## config.mk

```make
export PLATFORM = sky130hd
export DESIGN_NAME = param_fetch_flat
export DESIGN_NICKNAME = d
export VERILOG_FILES = /design/src/rtl/param_fetch_if.sv /design/src/rtl/param_fetch.sv /design/src/flat_wrapper.sv
export SDC_FILE = /design/constraint.sdc
export NUM_CORES = 1
export LEC_CHECK = 0
export CORE_UTILIZATION = 45
export DETAILED_ROUTE_END_ITERATION = 10
export PLACE_DENSITY = 0.75
export SLEW_MARGIN = 5
export SYNTH_ARGS = -nofsm -noshare
export SYNTH_HDL_FRONTEND = slang
export SYNTH_SLANG_ARGS = --single-unit
```

## constraint.sdc

```tcl
create_clock -name clk -period 2.4 [get_ports clk]
set_clock_uncertainty 0.1 [all_clocks]
set_input_delay 0.48 -clock clk [delete_from_list [all_inputs] [get_ports clk]]
set_output_delay 0.48 -clock clk [all_outputs]
set_load 0.01 [all_outputs]
```

## src/rtl/param_fetch_if.sv

```systemverilog
// Bundle of the parameter-fetch ports: batch control, the shared read port of the
// record/state files and the downstream ready/valid record channel.
interface param_fetch_if #(
  parameter int DATA_W = 8,
  parameter int ADDR_W = 6,
  parameter int POS_W  = 4
);
  logic                start;
  logic [ADDR_W-1:0]   base_addr;
  logic [ADDR_W:0]     num_entries;
  logic                rd_en;
  logic [ADDR_W-1:0]   rd_addr;
  logic [4*DATA_W-1:0] rec_rd_data;
  logic [POS_W:0]      st_rd_data;
  logic [DATA_W-1:0]   i_out;
  logic [DATA_W-1:0]   z_out;
  logic [DATA_W-1:0]   k_out;
  logic [DATA_W-1:0]   l_out;
  logic [POS_W-1:0]    position;
  logic                out_valid;
  logic                out_ready;
  logic                busy;
  logic                current_finish;
  logic [ADDR_W:0]     skip_cnt;

  modport master (
    input  start, base_addr, num_entries, rec_rd_data, st_rd_data, out_ready,
    output rd_en, rd_addr, i_out, z_out, k_out, l_out, position, out_valid,
           busy, current_finish, skip_cnt
  );

  modport slave (
    output start, base_addr, num_entries, rec_rd_data, st_rd_data, out_ready,
    input  rd_en, rd_addr, i_out, z_out, k_out, l_out, position, out_valid,
           busy, current_finish, skip_cnt
  );
endinterface

```

## src/rtl/param_fetch.sv

```systemverilog
// Walks a batch of records, reading record and state files in lockstep, skipping
// inactive entries and presenting each active record on a ready/valid channel.
module param_fetch #(
  parameter int DATA_W = 8,
  parameter int ADDR_W = 6,
  parameter int POS_W  = 4
) (
  input  logic          clk,
  input  logic          rst_n,
  param_fetch_if.master bus
);

  typedef enum logic [2:0] {IDLE, READ, CAPTURE, OUT, DONE} state_t;

  state_t                  state_reg, state_next;
  logic [ADDR_W-1:0]       base_reg, base_next;
  logic [ADDR_W:0]         count_reg, count_next;
  logic [ADDR_W:0]         index_reg, index_next;
  logic [ADDR_W:0]         skip_reg, skip_next;
  logic [ADDR_W-1:0]       rd_addr_reg, rd_addr_next;
  logic [3:0][DATA_W-1:0]  field_reg, field_next;
  logic [POS_W-1:0]        pos_reg, pos_next;
  logic                    valid_reg, valid_next;

  logic [ADDR_W:0]         index_inc;
  logic [ADDR_W-1:0]       cur_addr;
  logic                    active;

  assign index_inc = index_reg + {{ADDR_W{1'b0}}, 1'b1};
  // Truncation to ADDR_W bits gives the wrap past the top of the file.
  assign cur_addr  = base_reg + index_reg[ADDR_W-1:0];
  assign active    = bus.st_rd_data[POS_W];

  always_comb begin
    state_next   = state_reg;
    base_next    = base_reg;
    count_next   = count_reg;
    index_next   = index_reg;
    skip_next    = skip_reg;
    rd_addr_next = rd_addr_reg;
    field_next   = field_reg;
    pos_next     = pos_reg;
    valid_next   = valid_reg;
    unique case (state_reg)
      IDLE: begin
        if (bus.start) begin
          base_next  = bus.base_addr;
          count_next = bus.num_entries;
          index_next = '0;
          skip_next  = '0;
          state_next = (bus.num_entries == '0) ? DONE : READ;
        end
      end
      READ: begin
        rd_addr_next = cur_addr;
        state_next   = CAPTURE;
      end
      CAPTURE: begin
        if (active) begin
          field_next = bus.rec_rd_data;
          pos_next   = bus.st_rd_data[POS_W-1:0];
          valid_next = 1'b1;
          state_next = OUT;
        end else begin
          skip_next  = skip_reg + {{ADDR_W{1'b0}}, 1'b1};
          index_next = index_inc;
          state_next = (index_inc < count_reg) ? READ : DONE;
        end
      end
      OUT: begin
        if (bus.out_ready) begin
          valid_next = 1'b0;
          index_next = index_inc;
          state_next = (index_inc < count_reg) ? READ : DONE;
        end
      end
      DONE: state_next = IDLE;
      default: state_next = IDLE;
    endcase
  end

  always_ff @(posedge clk) begin
    if (!rst_n) begin
      state_reg   <= IDLE;
      base_reg    <= '0;
      count_reg   <= '0;
      index_reg   <= '0;
      skip_reg    <= '0;
      rd_addr_reg <= '0;
      field_reg   <= '0;
      pos_reg     <= '0;
      valid_reg   <= 1'b0;
    end else begin
      state_reg   <= state_next;
      base_reg    <= base_next;
      count_reg   <= count_next;
      index_reg   <= index_next;
      skip_reg    <= skip_next;
      rd_addr_reg <= rd_addr_next;
      field_reg   <= field_next;
      pos_reg     <= pos_next;
      valid_reg   <= valid_next;
    end
  end

  // Address is live during READ and otherwise shows the last address issued.
  assign bus.rd_en          = (state_reg == READ);
  assign bus.rd_addr        = (state_reg == READ) ? cur_addr : rd_addr_reg;
  assign bus.i_out          = field_reg[3];
  assign bus.z_out          = field_reg[2];
  assign bus.k_out          = field_reg[1];
  assign bus.l_out          = field_reg[0];
  assign bus.position       = pos_reg;
  assign bus.out_valid      = valid_reg;
  assign bus.busy           = (state_reg != IDLE);
  assign bus.current_finish = (state_reg == DONE);
  assign bus.skip_cnt       = skip_reg;

endmodule

```

## src/flat_wrapper.sv

```systemverilog
// flat-port wrapper written by rule: the top's interface ports become plain ports
module param_fetch_flat 
#(
  parameter int DATA_W = 8,
  parameter int ADDR_W = 6,
  parameter int POS_W  = 4
)
  (clk, rst_n, bus_start, bus_base_addr, bus_num_entries, bus_rec_rd_data, bus_st_rd_data, bus_out_ready, bus_rd_en, bus_rd_addr, bus_i_out, bus_z_out, bus_k_out, bus_l_out, bus_position, bus_out_valid, bus_busy, bus_current_finish, bus_skip_cnt);
  param_fetch_if #(.DATA_W(DATA_W), .ADDR_W(ADDR_W), .POS_W(POS_W)) bus_i ();
  input  logic clk;
  input  logic rst_n;
  input wire logic [$bits(bus_i.start)-1:0] bus_start;
  input wire logic [$bits(bus_i.base_addr)-1:0] bus_base_addr;
  input wire logic [$bits(bus_i.num_entries)-1:0] bus_num_entries;
  input wire logic [$bits(bus_i.rec_rd_data)-1:0] bus_rec_rd_data;
  input wire logic [$bits(bus_i.st_rd_data)-1:0] bus_st_rd_data;
  input wire logic [$bits(bus_i.out_ready)-1:0] bus_out_ready;
  output wire logic [$bits(bus_i.rd_en)-1:0] bus_rd_en;
  output wire logic [$bits(bus_i.rd_addr)-1:0] bus_rd_addr;
  output wire logic [$bits(bus_i.i_out)-1:0] bus_i_out;
  output wire logic [$bits(bus_i.z_out)-1:0] bus_z_out;
  output wire logic [$bits(bus_i.k_out)-1:0] bus_k_out;
  output wire logic [$bits(bus_i.l_out)-1:0] bus_l_out;
  output wire logic [$bits(bus_i.position)-1:0] bus_position;
  output wire logic [$bits(bus_i.out_valid)-1:0] bus_out_valid;
  output wire logic [$bits(bus_i.busy)-1:0] bus_busy;
  output wire logic [$bits(bus_i.current_finish)-1:0] bus_current_finish;
  output wire logic [$bits(bus_i.skip_cnt)-1:0] bus_skip_cnt;
  assign bus_i.start = bus_start;
  assign bus_i.base_addr = bus_base_addr;
  assign bus_i.num_entries = bus_num_entries;
  assign bus_i.rec_rd_data = bus_rec_rd_data;
  assign bus_i.st_rd_data = bus_st_rd_data;
  assign bus_i.out_ready = bus_out_ready;
  assign bus_rd_en = bus_i.rd_en;
  assign bus_rd_addr = bus_i.rd_addr;
  assign bus_i_out = bus_i.i_out;
  assign bus_z_out = bus_i.z_out;
  assign bus_k_out = bus_i.k_out;
  assign bus_l_out = bus_i.l_out;
  assign bus_position = bus_i.position;
  assign bus_out_valid = bus_i.out_valid;
  assign bus_busy = bus_i.busy;
  assign bus_current_finish = bus_i.current_finish;
  assign bus_skip_cnt = bus_i.skip_cnt;
  param_fetch #(.DATA_W(DATA_W), .ADDR_W(ADDR_W), .POS_W(POS_W)) u_core (.clk(clk), .rst_n(rst_n), .bus(bus_i));
endmodule
```

==> results.md <==
- The sequential cell area is 1470 sq um.
- The share of post-route cells with drive strength above 1 is about 15%.
- For this design the ratio of total power to cell area is roughly 700 nW/um^2.
- The finished layout holds 635 standard cells, fillers aside.
- The final setup slack of the worst path is -0.0294 ns.
- The most repeated cell in the gate-level netlist after synthesis is nand2_1.
- Counting every instance in the synthesized netlist gives slightly above 400.
- The data required time of the worst path is 1.82 ns.
- Measured along the x axis, the die boundary spans 86.9 microns.
- After detailed routing, the number of vias per cell comes to 5.13.
- The slew at the pin closest to its max-slew limit is 0.523 ns.
- The leakage component of the power is 1.85 nW.
- The floorplan step defined a core boundary enclosing slightly below 7000 sq um.
- The cell type contributing the most total cell area after synthesis is dfxtp_1.
- The post-route antenna net violation count is 0.
- The flow ran to the end, but the final reports show violations.
- The peak ir drop on the vdd network is 430 uV.
- The highest cell delay on the worst timing path is 0.34 ns.
- For this run, the top clock speed supported by timing is between 400 and 500 MHz.
- The clock tree from TritonCTS is built.
- The Yosys step of the flow raised 0 warnings.
- In this run, synthesis produced a sequential element count of 73.
- Summing all placed instances gives a cell area of approximately 4600 sq um.
- The clock slew seen by the registers of the worst setup and hold paths is 0.08 ns.
- For this block, the initial DRC count from the detailed router was 178.
- The top cell type's share of synthesized area is about 45%.
- The total of max-cap violations is 0.
- After synthesis, the cell types taking the most area are dfxtp_1 45%, nand2_1 14%, a21oi_1 9.7%, ha_1 5.0%, nand3_1 1.7%.
- The synthesized netlist occupies a cell area of 3240 sq um.
- The mean cell area of the mapped netlist is 7.98 sq um.
- The max-slew headroom at the worst pin is 65.2%.
- Detailed placement ended at an HPWL of 6170 microns.
- By startpoint and endpoint, the worst setup path is classified as register to primary output.
- The category of cells accounting for the largest share of critical-path delay is simple AND/OR/NAND/NOR gates.
- STA classifies the critical path startpoint as a register.
- The full die area is 7550 sq um.
- Data arrives at the worst endpoint at between 1.5 and 2 ns.
- The number of sinks handled by clock tree synthesis is 73.
- The synthesized design contains 0 enable-type register cells.
- Summed over all layers, the global routing overflow is 0.
- The number of setup violations in the final report is 1.
- In this run the tool buffered the top-level ports with 106 buffer cells.
- No sink is reached through more buffers than the 2 on the longest clock path.
- The commonest cells after synthesis are 122 x nand2_1, 73 x dfxtp_1, 63 x a21oi_1, 13 x ha_1, 13 x nor2_1.
- The number of global-route vias before repair came to roughly 3.1k.
- The final cell area excluding filler cells is 4890 sq um.
- After detailed routing, the number of remaining DRC violations is 0.
- The wire length of the first global-routing pass is 13800 microns.
- Walking the worst path, the cells encountered are ha_4 -> inv_2 -> fa_2 -> nor2b_1 -> o21a_1 -> or3_4 -> nand3_2 -> buf_6.
- The number of fill cells is 531.
- The placed cell count is about 600.
- The cell at the root of the clock tree is clkbuf_8.
- Measured along the y axis, the die boundary spans slightly below 90 microns.
- The overall routing resource usage is 23.3%.
- The share of the Yosys chip area taken by registers is 45.1%.
- The final layout contains routed wiring with a total length of 8540 microns.
- Setup repair after global routing could not meet its margin everywhere.
- On the critical path, the stage with the largest delay is an instance of dfxtp_2.
- The count of standard-cell rows is 30.
- In this run the worst path has a maximum fanout of 2.
- The multi-input combinational cells in the finished layout cover a total of 1750 sq um.
- Relative to the synthesized area, the layout overhead comes to 50.8%.
- The overall via count from detail_route is 3255.
- The maximum number of pins on one net before global-route repair is 37.
- The worst register-to-register path has a setup slack of 0.15 ns.
- The clock reaches the later pin of the worst-skew pair after approximately 0.34 ns.
- The smallest clock period supported by the final layout is computed as between 2 and 2.5 ns.
- The design draws around 3.4 mW.
- TritonCTS created 9 clock buffers.
- The number of H-tree branching levels is 3.
- The number of antenna diodes is 0.
- Dividing the detail-routed wire length by the instance count gives 13.4 microns.
- The initial cell density of the core is 47.2%.
- The hold violation total from the final report is 0.
- The number of top-level design ports is 107.
- The primary flip-flop cell chosen by synthesis mapping is dfxtp_1.
- Routability-driven placement finished with a final weighted congestion of roughly 0.85.
- The checks that failed: negative setup slack.
- The number of buffers and inverters on the critical path is 2.
- The number of antenna violations at the first check in global routing came to 0.
- For this run, asynchronously set or reset flops after synthesis account for 0%.
- The final net count is 602.
- The endpoint class of the critical path is a primary output.
- The total iterations of the first detailed-routing run is 4.
- The number of pins exceeding their max-slew limit in the final report is 0.
- The netlist uses 51 different library cells.
- The worst hold-check path type is register to register.
- When the netlist entered floorplanning its net count stood at roughly 470.
- The final critical path takes up 101% of the cycle.
[cells in the final DEF, fill, tap and decap left out, types with 3 or more instances in the layout]
| cell | count |
|---|---|
| clkdlybuf4s50_1 | 99 |
| nand4_1 | 3 |
| and2_1 | 4 |
| a21oi_1 | 61 |
| xor2_1 | 6 |
| o21ai_1 | 4 |
| dfxtp_2 | 5 |
| buf_4 | 29 |
| nor3_1 | 3 |
| dfxtp_1 | 68 |
| nand2_1 | 121 |
| clkbuf_8 | 9 |
| nor2_1 | 13 |
| xnor2_1 | 4 |
| clkinvlp_4 | 3 |
| a31oi_1 | 3 |
| nor2b_1 | 3 |
| inv_1 | 10 |
| ha_1 | 10 |
| and3_1 | 5 |
| nand3_1 | 8 |
| ha_4 | 3 |
| nand3b_1 | 3 |
| nand3_2 | 3 |
[final cells by class]
cell class,instances,share of cell area (%)
Timing Repair Buffer,137,26.8
Inverter,13,0.998
Multi-Input combinational cell,300,35.8
Tap cell,96,2.46
Clock inverter,7,1.46
Clock buffer,9,2.53
Sequential cell,73,30.0
[routing by layer]
metal	vias up	wire, microns	track usage [%]
met2	87	4250	38.7
met3	13	721	9.86
met4	0	108	8.94
met5	-	0	0
li1	1633	-	-
met1	1522	3460	26.6
[worst paths after layout]
path	start	endpoint	depth (start not counted)
max reg2reg	u_core.index_reg[0]	u_core.state_reg[0]	9
min	u_core.bus.position[1]	u_core.bus.position[1]	2
min reg2reg	u_core.bus.position[1]	u_core.bus.position[1]	2
max	u_core.index_reg[0]	bus_rd_addr[4]	8
[logic make-up after synthesis]
| kind of cell | synth area share, % |
|---|---|
| buffers and inverters | 4.13 |
| xor gates and xnor gates | 2.70 |
| AOI/OAI and AO/OA | 16.7 |
| DFF | 45.1 |
| muxes | 0.309 |
| adders and majority gates | 5.64 |
| and+or+nand+nor | 25.5 |
[worst reg2reg max path, cell delays in order (launching register included)]
cell and delay, ns:
dfxtp_2 0.36, buf_4 0.14, ha_1 0.24, nand3_2 0.13
nor2_1 0.15, xor2_1 0.10, ha_1 0.33, nand4_1 0.11
o221a_2 0.30, a22o_1 0.17
[repair_timing]
item                                    4_1_cts  5_1_grt
hold buffers                                  0        0
pin swaps                                     5       11
endpoints found under the setup margin        7        8
buffers inserted                              3        3
hold endpoints to repair                      0        0
gates resized for setup                      27       18
[metrics by stage]
step | setup WS [ns] | setup TNS, ns | hold slack [ns] | util [%]
floorplan | 0.343 | 0 | 0.336 | -
detailed placement | -0.150 | -0.265 | 0.346 | 66.2
global placement | -0.110 | -0.138 | 0.341 | 66.2
CTS | -0.101 | -0.169 | 0.357 | 69.8
finish | -0.0294 | -0.0294 | 0.355 | 71.2
global route | -0.123 | -0.227 | 0.376 | 71.2
[where the power goes]
part / total, mW / switching [mW] / internal (mW)
registers: 1.37 / 0.0566 / 1.32
logic: 1.12 / 0.563 / 0.555
clock network: 0.932 / 0.455 / 0.477
total: 3.42 / 1.07 / 2.35
Power figures use the tool's default switching activity.
